### src/rtl/bus_rr_if.sv
// bus_rr_if: signal bundle for the bus_rr shared-bus interconnect.
//
// Master side (one lane per master, packed):
//   m_req_, m_as_, m_rw       request / address strobe / read(1)-write(0)
//   m_addr, m_wr_data         packed address and write data, lane i at [i*W +: W]
//   m_grnt_                   one-hot-low grant
//   m_rd_data, m_rdy_, m_err  broadcast completion
// Slave side:
//   s_addr, s_as_, s_rw, s_wr_data, s_cs_   owner's access steered to the slaves
//   s_rd_data, s_rdy_                       packed slave responses
//
// Handshake: a master holds req_, as_, addr, rw and wr_data stable until it
// samples m_rdy_ = 0 on a rising clock edge; that edge ends the access.
// m_err is meaningful only while m_rdy_ = 0.
//
// Modports: fabric = the interconnect, master = the requesters,
// slave = the targets.
interface bus_rr_if #(
   parameter int NUM_M  = 4,
   parameter int NUM_S  = 8,
   parameter int ADDR_W = 30,
   parameter int DATA_W = 32
);
   logic [NUM_M-1:0]        m_req_;
   logic [NUM_M-1:0]        m_grnt_;
   logic [NUM_M*ADDR_W-1:0] m_addr;
   logic [NUM_M-1:0]        m_as_;
   logic [NUM_M-1:0]        m_rw;
   logic [NUM_M*DATA_W-1:0] m_wr_data;
   logic [DATA_W-1:0]       m_rd_data;
   logic                    m_rdy_;
   logic                    m_err;

   logic [ADDR_W-1:0]       s_addr;
   logic                    s_as_;
   logic                    s_rw;
   logic [DATA_W-1:0]       s_wr_data;
   logic [NUM_S-1:0]        s_cs_;
   logic [NUM_S*DATA_W-1:0] s_rd_data;
   logic [NUM_S-1:0]        s_rdy_;

   modport fabric (
      input  m_req_, m_addr, m_as_, m_rw, m_wr_data, s_rd_data, s_rdy_,
      output m_grnt_, m_rd_data, m_rdy_, m_err,
      output s_addr, s_as_, s_rw, s_wr_data, s_cs_
   );

   modport master (
      output m_req_, m_addr, m_as_, m_rw, m_wr_data,
      input  m_grnt_, m_rd_data, m_rdy_, m_err
   );

   modport slave (
      input  s_addr, s_as_, s_rw, s_wr_data, s_cs_,
      output s_rd_data, s_rdy_
   );
endinterface

### src/rtl/bus_rr.sv
// bus_rr: parametrised shared-bus interconnect with a registered
// round-robin arbiter, slave-population mask and per-access watchdog.
//
// Ports:
//   clk        bus clock
//   rst        synchronous active-low reset
//   bus        bus_rr_if.fabric bundle (master and slave sides)
//   dbg_owner  current bus owner (registered)
//   dbg_state  watchdog state: 1 = WAIT, 0 = IDLE (registered)
//   dbg_wcnt   watchdog wait counter (registered)
//
// Datapath is combinational from the registered owner: the owner's lane is
// muxed onto the slave side, the top address bits pick a slave window, and
// the selected slave's response is broadcast back. An access to an
// unpopulated window, or one that waits TIMEOUT cycles, is completed by the
// interconnect itself with m_err = 1.
module bus_rr #(
   parameter int              NUM_M   = 4,
   parameter int              NUM_S   = 8,
   parameter int              ADDR_W  = 30,
   parameter int              DATA_W  = 32,
   parameter logic [NUM_S-1:0] S_EN   = '1,
   parameter int              TIMEOUT = 255,
   localparam int             OW      = (NUM_M > 1) ? $clog2(NUM_M) : 1,
   localparam int             WW      = (TIMEOUT > 0) ? $clog2(TIMEOUT + 1) : 1
) (
   input  logic          clk,
   input  logic          rst,
   bus_rr_if.fabric      bus,
   output logic [OW-1:0] dbg_owner,
   output logic          dbg_state,
   output logic [WW-1:0] dbg_wcnt
);

   localparam int          SW     = $clog2(NUM_S);
   localparam logic [WW-1:0] TO_VAL = WW'(TIMEOUT);
   localparam bit          WD_ON  = (TIMEOUT != 0);

   typedef enum logic {
      WD_IDLE = 1'b0,
      WD_WAIT = 1'b1
   } wd_state_t;

   logic [OW-1:0]     owner;
   logic [OW-1:0]     owner_nxt;
   logic [OW-1:0]     arb_cand;
   logic              arb_found;
   wd_state_t         wd_state;
   logic [WW-1:0]     wcnt;

   logic [ADDR_W-1:0] own_addr;
   logic [SW-1:0]     sel;
   logic              populated;
   logic              strobe;
   logic              cs_act;
   logic              bad_sel;
   logic              sel_rdy_;
   logic [DATA_W-1:0] sel_data;
   logic              timeout_hit;

   // ------------------------------------------------------------------
   // Round-robin arbiter: the owner keeps the bus while it requests;
   // otherwise the first requester after it (cyclically) wins. With no
   // requester the owner is kept, so exactly one grant is always low.
   // ------------------------------------------------------------------
   always_comb begin
      owner_nxt = owner;
      arb_cand  = owner;
      arb_found = 1'b0;
      if (bus.m_req_[owner]) begin
         for (int k = 1; k < NUM_M; k++) begin
            arb_cand = OW'((int'(owner) + k) % NUM_M);
            if (!arb_found && !bus.m_req_[arb_cand]) begin
               owner_nxt = arb_cand;
               arb_found = 1'b1;
            end
         end
      end
   end

   always_comb begin
      bus.m_grnt_ = ~({{(NUM_M-1){1'b0}}, 1'b1} << owner);
   end

   // ------------------------------------------------------------------
   // Master mux and address decode.
   // ------------------------------------------------------------------
   always_comb begin
      own_addr      = bus.m_addr[int'(owner) * ADDR_W +: ADDR_W];
      bus.s_addr    = own_addr;
      bus.s_rw      = bus.m_rw[owner];
      bus.s_wr_data = bus.m_wr_data[int'(owner) * DATA_W +: DATA_W];
      sel           = own_addr[ADDR_W-1 -: SW];
      populated     = S_EN[sel];
      // Reset masks the strobe, which in turn quiets every output path.
      strobe        = rst & ~bus.m_as_[owner];
      cs_act        = strobe & populated;
      bad_sel       = strobe & ~populated;
      sel_rdy_      = bus.s_rdy_[sel];
      sel_data      = bus.s_rd_data[int'(sel) * DATA_W +: DATA_W];
   end

   always_comb begin
      bus.s_as_ = ~cs_act;
      bus.s_cs_ = '1;
      if (cs_act) begin
         bus.s_cs_ = ~({{(NUM_S-1){1'b0}}, 1'b1} << sel);
      end
   end

   // The watchdog fires in the cycle its counter reaches TIMEOUT.
   always_comb begin
      timeout_hit = WD_ON && (wd_state == WD_WAIT) && (wcnt == TO_VAL);
   end

   // ------------------------------------------------------------------
   // Slave response mux. A slave that becomes ready in the timeout cycle
   // takes precedence over the watchdog error.
   // ------------------------------------------------------------------
   always_comb begin
      bus.m_rd_data = '0;
      bus.m_rdy_    = 1'b1;
      bus.m_err     = 1'b0;
      if (bad_sel) begin
         bus.m_rdy_ = 1'b0;
         bus.m_err  = 1'b1;
      end else if (cs_act) begin
         if (timeout_hit && sel_rdy_) begin
            bus.m_rdy_ = 1'b0;
            bus.m_err  = 1'b1;
         end else begin
            bus.m_rd_data = sel_data;
            bus.m_rdy_    = sel_rdy_;
         end
      end
   end

   // ------------------------------------------------------------------
   // Owner register and watchdog FSM.
   // IDLE -> WAIT when a populated access is strobed but the slave is not
   // ready; the counter then shows how many cycles the access has waited.
   // WAIT -> IDLE on slave ready, strobe release or timeout.
   // ------------------------------------------------------------------
   always_ff @(posedge clk) begin
      if (!rst) begin
         owner    <= '0;
         wd_state <= WD_IDLE;
         wcnt     <= '0;
      end else begin
         owner <= owner_nxt;
         case (wd_state)
            WD_IDLE: begin
               if (WD_ON && cs_act && sel_rdy_) begin
                  wd_state <= WD_WAIT;
                  wcnt     <= WW'(1);
               end
            end
            WD_WAIT: begin
               if (!cs_act || !sel_rdy_ || (wcnt == TO_VAL)) begin
                  wd_state <= WD_IDLE;
                  wcnt     <= '0;
               end else begin
                  wcnt <= wcnt + WW'(1);
               end
            end
            default: begin
               wd_state <= WD_IDLE;
               wcnt     <= '0;
            end
         endcase
      end
   end

   always_comb begin
      dbg_owner = owner;
      dbg_state = (wd_state == WD_WAIT);
      dbg_wcnt  = wcnt;
   end

endmodule

### src/flat_wrapper.sv
// flat-port wrapper written by rule: the top's interface ports become plain ports
module bus_rr_flat 
#(
   parameter int              NUM_M   = 4,
   parameter int              NUM_S   = 8,
   parameter int              ADDR_W  = 30,
   parameter int              DATA_W  = 32,
   parameter logic [NUM_S-1:0] S_EN   = '1,
   parameter int              TIMEOUT = 255,
   localparam int             OW      = (NUM_M > 1) ? $clog2(NUM_M) : 1,
   localparam int             WW      = (TIMEOUT > 0) ? $clog2(TIMEOUT + 1) : 1
)
  (clk, rst, dbg_owner, dbg_state, dbg_wcnt, bus_m_req_, bus_m_addr, bus_m_as_, bus_m_rw, bus_m_wr_data, bus_s_rd_data, bus_s_rdy_, bus_m_grnt_, bus_m_rd_data, bus_m_rdy_, bus_m_err, bus_s_addr, bus_s_as_, bus_s_rw, bus_s_wr_data, bus_s_cs_);
  bus_rr_if #(.NUM_M(NUM_M), .NUM_S(NUM_S), .ADDR_W(ADDR_W), .DATA_W(DATA_W)) bus_i ();
  input  logic clk;
  input  logic rst;
  output logic [OW-1:0] dbg_owner;
  output logic dbg_state;
  output logic [WW-1:0] dbg_wcnt;
  input wire logic [$bits(bus_i.m_req_)-1:0] bus_m_req_;
  input wire logic [$bits(bus_i.m_addr)-1:0] bus_m_addr;
  input wire logic [$bits(bus_i.m_as_)-1:0] bus_m_as_;
  input wire logic [$bits(bus_i.m_rw)-1:0] bus_m_rw;
  input wire logic [$bits(bus_i.m_wr_data)-1:0] bus_m_wr_data;
  input wire logic [$bits(bus_i.s_rd_data)-1:0] bus_s_rd_data;
  input wire logic [$bits(bus_i.s_rdy_)-1:0] bus_s_rdy_;
  output wire logic [$bits(bus_i.m_grnt_)-1:0] bus_m_grnt_;
  output wire logic [$bits(bus_i.m_rd_data)-1:0] bus_m_rd_data;
  output wire logic [$bits(bus_i.m_rdy_)-1:0] bus_m_rdy_;
  output wire logic [$bits(bus_i.m_err)-1:0] bus_m_err;
  output wire logic [$bits(bus_i.s_addr)-1:0] bus_s_addr;
  output wire logic [$bits(bus_i.s_as_)-1:0] bus_s_as_;
  output wire logic [$bits(bus_i.s_rw)-1:0] bus_s_rw;
  output wire logic [$bits(bus_i.s_wr_data)-1:0] bus_s_wr_data;
  output wire logic [$bits(bus_i.s_cs_)-1:0] bus_s_cs_;
  assign bus_i.m_req_ = bus_m_req_;
  assign bus_i.m_addr = bus_m_addr;
  assign bus_i.m_as_ = bus_m_as_;
  assign bus_i.m_rw = bus_m_rw;
  assign bus_i.m_wr_data = bus_m_wr_data;
  assign bus_i.s_rd_data = bus_s_rd_data;
  assign bus_i.s_rdy_ = bus_s_rdy_;
  assign bus_m_grnt_ = bus_i.m_grnt_;
  assign bus_m_rd_data = bus_i.m_rd_data;
  assign bus_m_rdy_ = bus_i.m_rdy_;
  assign bus_m_err = bus_i.m_err;
  assign bus_s_addr = bus_i.s_addr;
  assign bus_s_as_ = bus_i.s_as_;
  assign bus_s_rw = bus_i.s_rw;
  assign bus_s_wr_data = bus_i.s_wr_data;
  assign bus_s_cs_ = bus_i.s_cs_;
  bus_rr #(.NUM_M(NUM_M), .NUM_S(NUM_S), .ADDR_W(ADDR_W), .DATA_W(DATA_W), .S_EN(S_EN), .TIMEOUT(TIMEOUT)) u_core (.clk(clk), .rst(rst), .bus(bus_i), .dbg_owner(dbg_owner), .dbg_state(dbg_state), .dbg_wcnt(dbg_wcnt));
endmodule
### config.mk
export PLATFORM = sky130hd
export DESIGN_NAME = bus_rr_flat
export DESIGN_NICKNAME = d
export VERILOG_FILES = /design/src/rtl/bus_rr_if.sv /design/src/rtl/bus_rr.sv /design/src/flat_wrapper.sv
export SDC_FILE = /design/constraint.sdc
export NUM_CORES = 1
export LEC_CHECK = 0
export ABC_AREA = 1
export CORE_AREA = 2 2 250 252
export CTS_BUF_LIST = sky130_fd_sc_hd__clkbuf_8
export CTS_CLUSTER_SIZE = 8
export DETAILED_ROUTE_END_ITERATION = 10
export DIE_AREA = 0 0 252 254
export GPL_ROUTABILITY_DRIVEN = 1
export HOLD_SLACK_MARGIN = 0.06
export PLACE_DENSITY_LB_ADDON = 0.05
export SLEW_MARGIN = 20
export SYNTH_ARGS = -nofsm -noshare
export SYNTH_HDL_FRONTEND = slang
export SYNTH_SLANG_ARGS = --single-unit
export TNS_END_PERCENT = 1
### constraint.sdc
create_clock -name clk -period 3.9 [get_ports clk]
set_input_delay 0.78 -clock clk [delete_from_list [all_inputs] [get_ports clk]]
set_output_delay 0.78 -clock clk [all_outputs]
set_load 0.05 [all_outputs]
# Word level (Yosys, flattened, before mapping)
# Memories as Yosys holds them, arrays and structs flattened.
# Index checks and enable logic that the tools add are counted.
[word_totals] out_inout_bits=121 mem_bits_ro=8 word_cells=83 n_memories=1 ff_bits=11 inputBits=526
[mem_list] name="(name not given)" words=8 width=1 read_ports=1 rd_ports_with_merged_regs=0 write_ports=0 line_no="bus_rr.sv:94" rtl="populated = S_EN[sel];"
[classes] n_addsub=4 magnitude_cmp=5 reduce_logical=14 shifts=5 eq_ne=3 multipliers=1 muxes=38 bitwise_logic=9
[ops] cell="256-bit by 9-bit indexed part select with 32-bit output" count=1
[ops] cell="128-bit by 8-bit indexed part select with 32-bit output" count=1
[ops] cell="120-bit by 32-bit indexed part select with 30-bit output" count=1
[ops] cell="32-bit two-way mux" count=3
[ops] cell="8-bit two-way mux" count=3
[ops] cell="1-bit two-way mux" count=20
[ops] cell="8-bit case mux with 2 select lines" count=1
[ops] cell="1-bit binary-select mux with 2-bit select" count=6
[ops] cell="2-bit by 3-bit less-than comparator with 1-bit output, second input constant" count=4
[ops] cell="8-bit by 1-bit adder with 8-bit output, second input constant" count=1
[ops] cell="8-bit equality test, second input constant" count=1
[ops] cell="8-bit inverter" count=1
[ops] cell="1-bit by 3-bit left shift with 8-bit output, first input constant" count=1
[ops] cell="1-bit logical NOT" count=6
[ops] cell="2-bit by 4-bit multiplier with 6-bit output, second input constant" count=1
[ops] cell="2-bit two-way mux" count=3
[ops] cell="1-bit logical AND" count=5
[ops] cell="2-bit adder, second input constant" count=2
[ops] cell="3-bit by 4-bit less-than comparator with 1-bit output, second input constant" count=1
[ops] cell="1-bit inverter" count=4
[ops] cell="4-bit inverter" count=1
[ops] cell="1-bit by 2-bit left shift with 4-bit output, first input constant" count=1
[ops] cell="1-bit bitwise AND" count=3
[ops] cell="1-bit binary-select mux with 3-bit select" count=1
[ops] cell="other kinds (6)" count=7

# Logic depth before layout (Yosys ltp)
[logic_depth] word_depth=13 depth_mapped=16 mapped_depth_nobuf=15

# Worst setup path after synthesis
# Ideal clock, no wire load.
[synth_timing] kind="register to output" startpoint="reg u_core.owner[0] (netlist: u_core.dbg_owner[0])" endpoint="out bus_m_rd_data[18]" arrival_time_ns=2.478 setup_slack_ns=0.642 path_stages_with_launch=14 path_buffers=3 required_ns=3.120 cell_sequence="dfxtp_1 -> buf_6 -> inv_4 -> buf_6 -> nand2_1 -> nand3_1 -> nand2_1 -> nand2_2 -> nor2_4 -> inv_2 -> clkbuf_1 -> o22ai_1 -> nand2_1 -> inv_1"
[synth_via] elab_chain_len=8 elab_cells_between_ends=18 classes_between="mul (1); shift (2); mux (8); bitwise (5); reduce/logical (1); memory (1)"
[synth_lines] item="from (decl)" line_no="bus_rr.sv:44" rtl="logic [OW-1:0] owner;"
[synth_lines] item="from (signal assigned)" line_no="bus_rr.sv:150" rtl="owner <= owner_nxt;"
[synth_lines] item="branches (longest 7 deep; another with 2-bit by 4-bit multiplier with 6-bit output)"
[synth_lines] item="32-bit two-way mux *" line_no="bus_rr.sv:124" rtl="if (bad_sel) begin"
[synth_lines] item="to (decl)" line_no="flat_wrapper.sv:28" rtl="output wire logic [$bits(bus_i.m_rd_data)-1:0] bus_m_rd_data;"
# Every way passes the cells marked *. The select of a mux whose other input is x is not followed.

# Final worst setup path
[layout_timing] startpoint="in bus_m_addr[88]" endpoint="out bus_m_rd_data[11]"
[layout_via] elab_chain_len=7 elab_cells_between_ends=13 classes_between="shift (2); mux (6); bitwise (3); reduce/logical (1); memory (1)"
[layout_lines] item="from (decl)" line_no="flat_wrapper.sv:21" rtl="input wire logic [$bits(bus_i.m_addr)-1:0] bus_m_addr;"
[layout_lines] item="120-bit by 32-bit indexed part select with 30-bit output *" line_no="bus_rr.sv:89" rtl="own_addr = bus.m_addr[int'(owner) * ADDR_W +: ADDR_W];"
[layout_lines] item="branches (longest 5 deep; another with 256-bit by 9-bit indexed part select with 32-bit output)"
[layout_lines] item="32-bit two-way mux *" line_no="bus_rr.sv:124"
# Marks and branches as above.

==> results.md <==
- Dominant combinational cell family by area after synthesis: simple AND/OR/NAND/NOR gates
- Post-route design area: 12,800 um2
- Sinks on the clock net: 11
- Critical path class: in2out
- Most area-hungry cell type in the Yosys netlist: sky130_fd_sc_hd__o22ai_1
- Post-route ant nets: 0
- Critical-path top delay cell: sky130_fd_sc_hd__clkdlybuf4s50_1
- Starting density of the core: under 10%
- Min Clock Period, post-route: about 3700 ps
- First-pass GRT wire length: 68,300 um
- CTS buffer count: 3
- Highest fanout seen on the critical path: 31
- Required time of the worst setup path: 3120 ps
- Total of hold buffers inserted after clock tree synthesis: 0
- Gr ovfl total: 0
- Number of resized instances in the post-cts repair step: 0
- Detailed-route via count: 8,917
- Via density per instance: 3.85
- FMAX: ~0.27 GHz
- Number of global-route vias before repair: around 9,200
- Die area: 64,000 um2
- Share of cell area taken by muxes after synthesis: 0%
- Post-synthesis sequential area ratio: 4.47%
- Syn Nets: 1,454
- Cell area after technology mapping: 4930 um2
- Actual transition at the worst max-transition pin: 666 ps
- Routed wire length: roughly 50,000 um
- Routed length on met1: 18,600 um
- Count of mapped cells out of synthesis: 923
- Width of the die: 252 um
- TritonCTS clock tree: built
- PD cells: 619 nW/um2
- Arrival time of the worst setup path: ~2900 ps
- Worst-case vdd ir drop: 0.000225 V
- Root buffer selected by CTS: sky130_fd_sc_hd__clkbuf_8
- Critical register-to-register path startpoint: u_core.dbg_owner[1]
- Max Buffers Root-to-Sink: 2
- Outcome: completed
- Placement Cell Area: 12,700 um2
- Worst-case headroom to the max-slew limit: between 50% and 60%
- Share of post-route cells with drive strength above 1: 13.1%
- Post-synthesis share of cell area spent on full adders, half adders and majority gates: between 1 and 1.5%
- Placed wire-length estimate after detailed placement: between 40,000 and 50,000 um
- Setup repair after global routing missed its margin: no
- Xor and xnor area share after synthesis: 0.711%
- Fraction of the mapped netlist area in compound gates: 35.0%
- H-tree depth reported by CTS: 1
- Area of the core: 61,300 um2
- End of the worst hold path: u_core.dbg_wcnt[0]
- Antenna violations before repair: 9
- Wire per inst: roughly 22 um
- Number of filler cells placed in the layout: approximately 7,000
- Depth of the worst hold-timing path: 2
- # port buffers: 646
- Fraction of the cycle the final worst path needs: 93.9%
- Length of routed met2 wiring: 26,000 um
- CP cell instances: clkdlybuf4s50_1 > nand2_1 > nand2_1 > nand2_1 > nand2_2 > inv_2 > nand2_2 > buf_12 > or2_1 > nand4_1 > o22ai_1 > nand2_1 > inv_1 > buf_12
- Post-CTS setup buffer count: 0
- Final cell utilization of the core: 20.9%
- Cell family with most CP delay: buffers and inverters
- Final weighted congestion in routability-driven placement: 0.795
- Worst reg2reg setup slack: 1400 ps
- Critical Path Max Stage Delay: between 400 and 500 ps
- CP Buf/Inv Count: 5
- Drt drc: 0
- Post-Syn Area per Cell: between 5 and 6 um2
- Yosys Warn Count: 0
- Final sum of negative setup slack: 0 ps
- Top Ports: 647
- Most frequent cell on the critical path: sky130_fd_sc_hd__nand2_1
- Leak: ~4.9 nW
- # nets final: 2,054
- Final setup fails: 0
- R2R depth: 11
- Vertical die dimension: 254 um
- Min-delay worst type: reg2reg
- Simple logic cell fraction of the synthesized area: between 40% and 50%
- Max-capacitance violation count: 0
- Global routing usage summed across all routing layers: 14.6%
- Synthesis-to-finish area growth: 160%
- Worst hold path startpoint: u_core.dbg_wcnt[0]
- Yosys top cell area share: ~17%
- Drt pass-1 iters: 4
- Critical Path Sink Type: output pin
- Worst Setup Start Kind: primary input
- Final hold violation count: 0
- Iteration-0 DRC count of the detailed router: ~360
- CTS clock-pin slew for the worst setup and hold paths: roughly 60 ps
- Row cnt: between 90 and 100
- Largest net degree at the start of global routing: 88
- Setup skew after layout: 1.94 ps
- Number of flip-flops and latches in the synthesized netlist: 11
- Worst flop-to-flop path endpoint: u_core.dbg_owner[1]
- Max Slew Vio Count: 0
- Clk Latency, worst-skew pair: 240 ps
- Number of library cell types mapped by synthesis: 36
- Amount of wire on met3 after detailed routing: about 5100 um
- Highest metal layer with signal wires: met5
- Cell types occupying the most area after synthesis: sky130_fd_sc_hd__o22ai_1 17%, sky130_fd_sc_hd__o21ai_0 15%, sky130_fd_sc_hd__nor2_1 11%
-- metrics by stage --
| stage | total power [mW] | std cells | hold slack [ps] | worst slack, ps |
|---|---|---|---|---|
| 2_1_floorplan | 4.52 | 923 | 722 | 642 |
| 3_3_place_gp | 8.00 | 2308 | 548 | 211 |
| 3_5_place_dp | 7.97 | 2308 | 536 | 223 |
| 4_1_cts | 8.11 | 2312 | 551 | 214 |
| 5_1_grt | 8.45 | 2313 | 573 | 72.2 |
| 6_report | 7.92 | 2314 | 536 | 239 |
-- cell families after synthesis --
| logic type | count (synthesis) |
|---|---|
| compound gates | 306 |
| xor+xnor | 4 |
| fa+ha+maj | 5 |
| buf+inv | 147 |
| flops | 11 |
| simple gates | 450 |
-- placed cells by master (no fill, tap or decap), drive strengths merged, types with 15 or more instances in the layout --
cell type,count
o22ai,131
nand4,47
clkdlybuf4s50,552
o21ai,159
or2,134
buf,122
nand3,15
inv,68
nor2,145
nand2,101
-- cell usage after synthesis, drive strengths merged --
library cell / number
a21oi: 5
a31oi: 1
buf: 35
clkbuf: 44
dfxtp: 11
ha: 5
inv: 68
nand2: 101
nand3: 15
nand3b: 4
nand4: 47
nor2: 145
nor3: 3
nor3b: 1
o2111ai: 2
o211ai: 1
o21a: 4
o21ai: 159
o22a: 2
o22ai: 131
o31ai: 1
or2: 134
xor2: 4
-- routing by layer --
metal	vias to the layer above	global-route usage [%]
met4	12	2.16
met5	-	0
met1	4057	15.4
met2	419	28.0
met3	34	5.47
li1	4395	-
-- how the worst max path moves through the flow --
stage / start / endpoint / slack, ps / cells past startpoint
6_report: bus_m_addr[88] / bus_m_rd_data[11] / 240 / 14
5_1_grt: bus_m_addr[57] / bus_m_rd_data[5] / 70 / 12
4_1_cts: bus_m_addr[88] / bus_m_rd_data[11] / 210 / 14
3_5_place_dp: bus_m_addr[88] / bus_m_rd_data[11] / 220 / 14
3_3_place_gp: bus_m_addr[57] / bus_m_rd_data[5] / 210 / 12
2_1_floorplan: u_core.dbg_owner[0] / bus_m_rd_data[18] / 640 / 13
-- power by group --
group / leakage (nW) / switching, mW / internal, mW
Combinational: 4.74 / 4.75 / 2.88
Clock: 0.0255 / 0.0504 / 0.0705
Sequential: 0.0903 / 0.0419 / 0.133
-- tightest hold or removal path: stages, from the launching register on --
cell and delay [ps]:
sky130_fd_sc_hd__dfxtp_1 350, sky130_fd_sc_hd__inv_1 80, sky130_fd_sc_hd__a21oi_1 60
-- flip-flops by register name (all words and copies together), names as in the netlist --
| register | flops |
|---|---|
| u_core.dbg_state | 1 |
| u_core.dbg_owner | 2 |
| u_core.dbg_wcnt | 8 |
-- layout make-up --
class	instances	area (um2)	share of cell area [%]
repair buffers	674	7190	56.2
multi-input cells	765	4070	31.8
well taps	790	988	7.73
inverters	68	260	2.04
flip-flops and latches	11	225	1.76
clock buffers	3	41.3	0.323
clock inverters	1	5.00	0.0391
diodes	2	5.00	0.0391
Note: power is estimated with default switching activity, not from simulation.
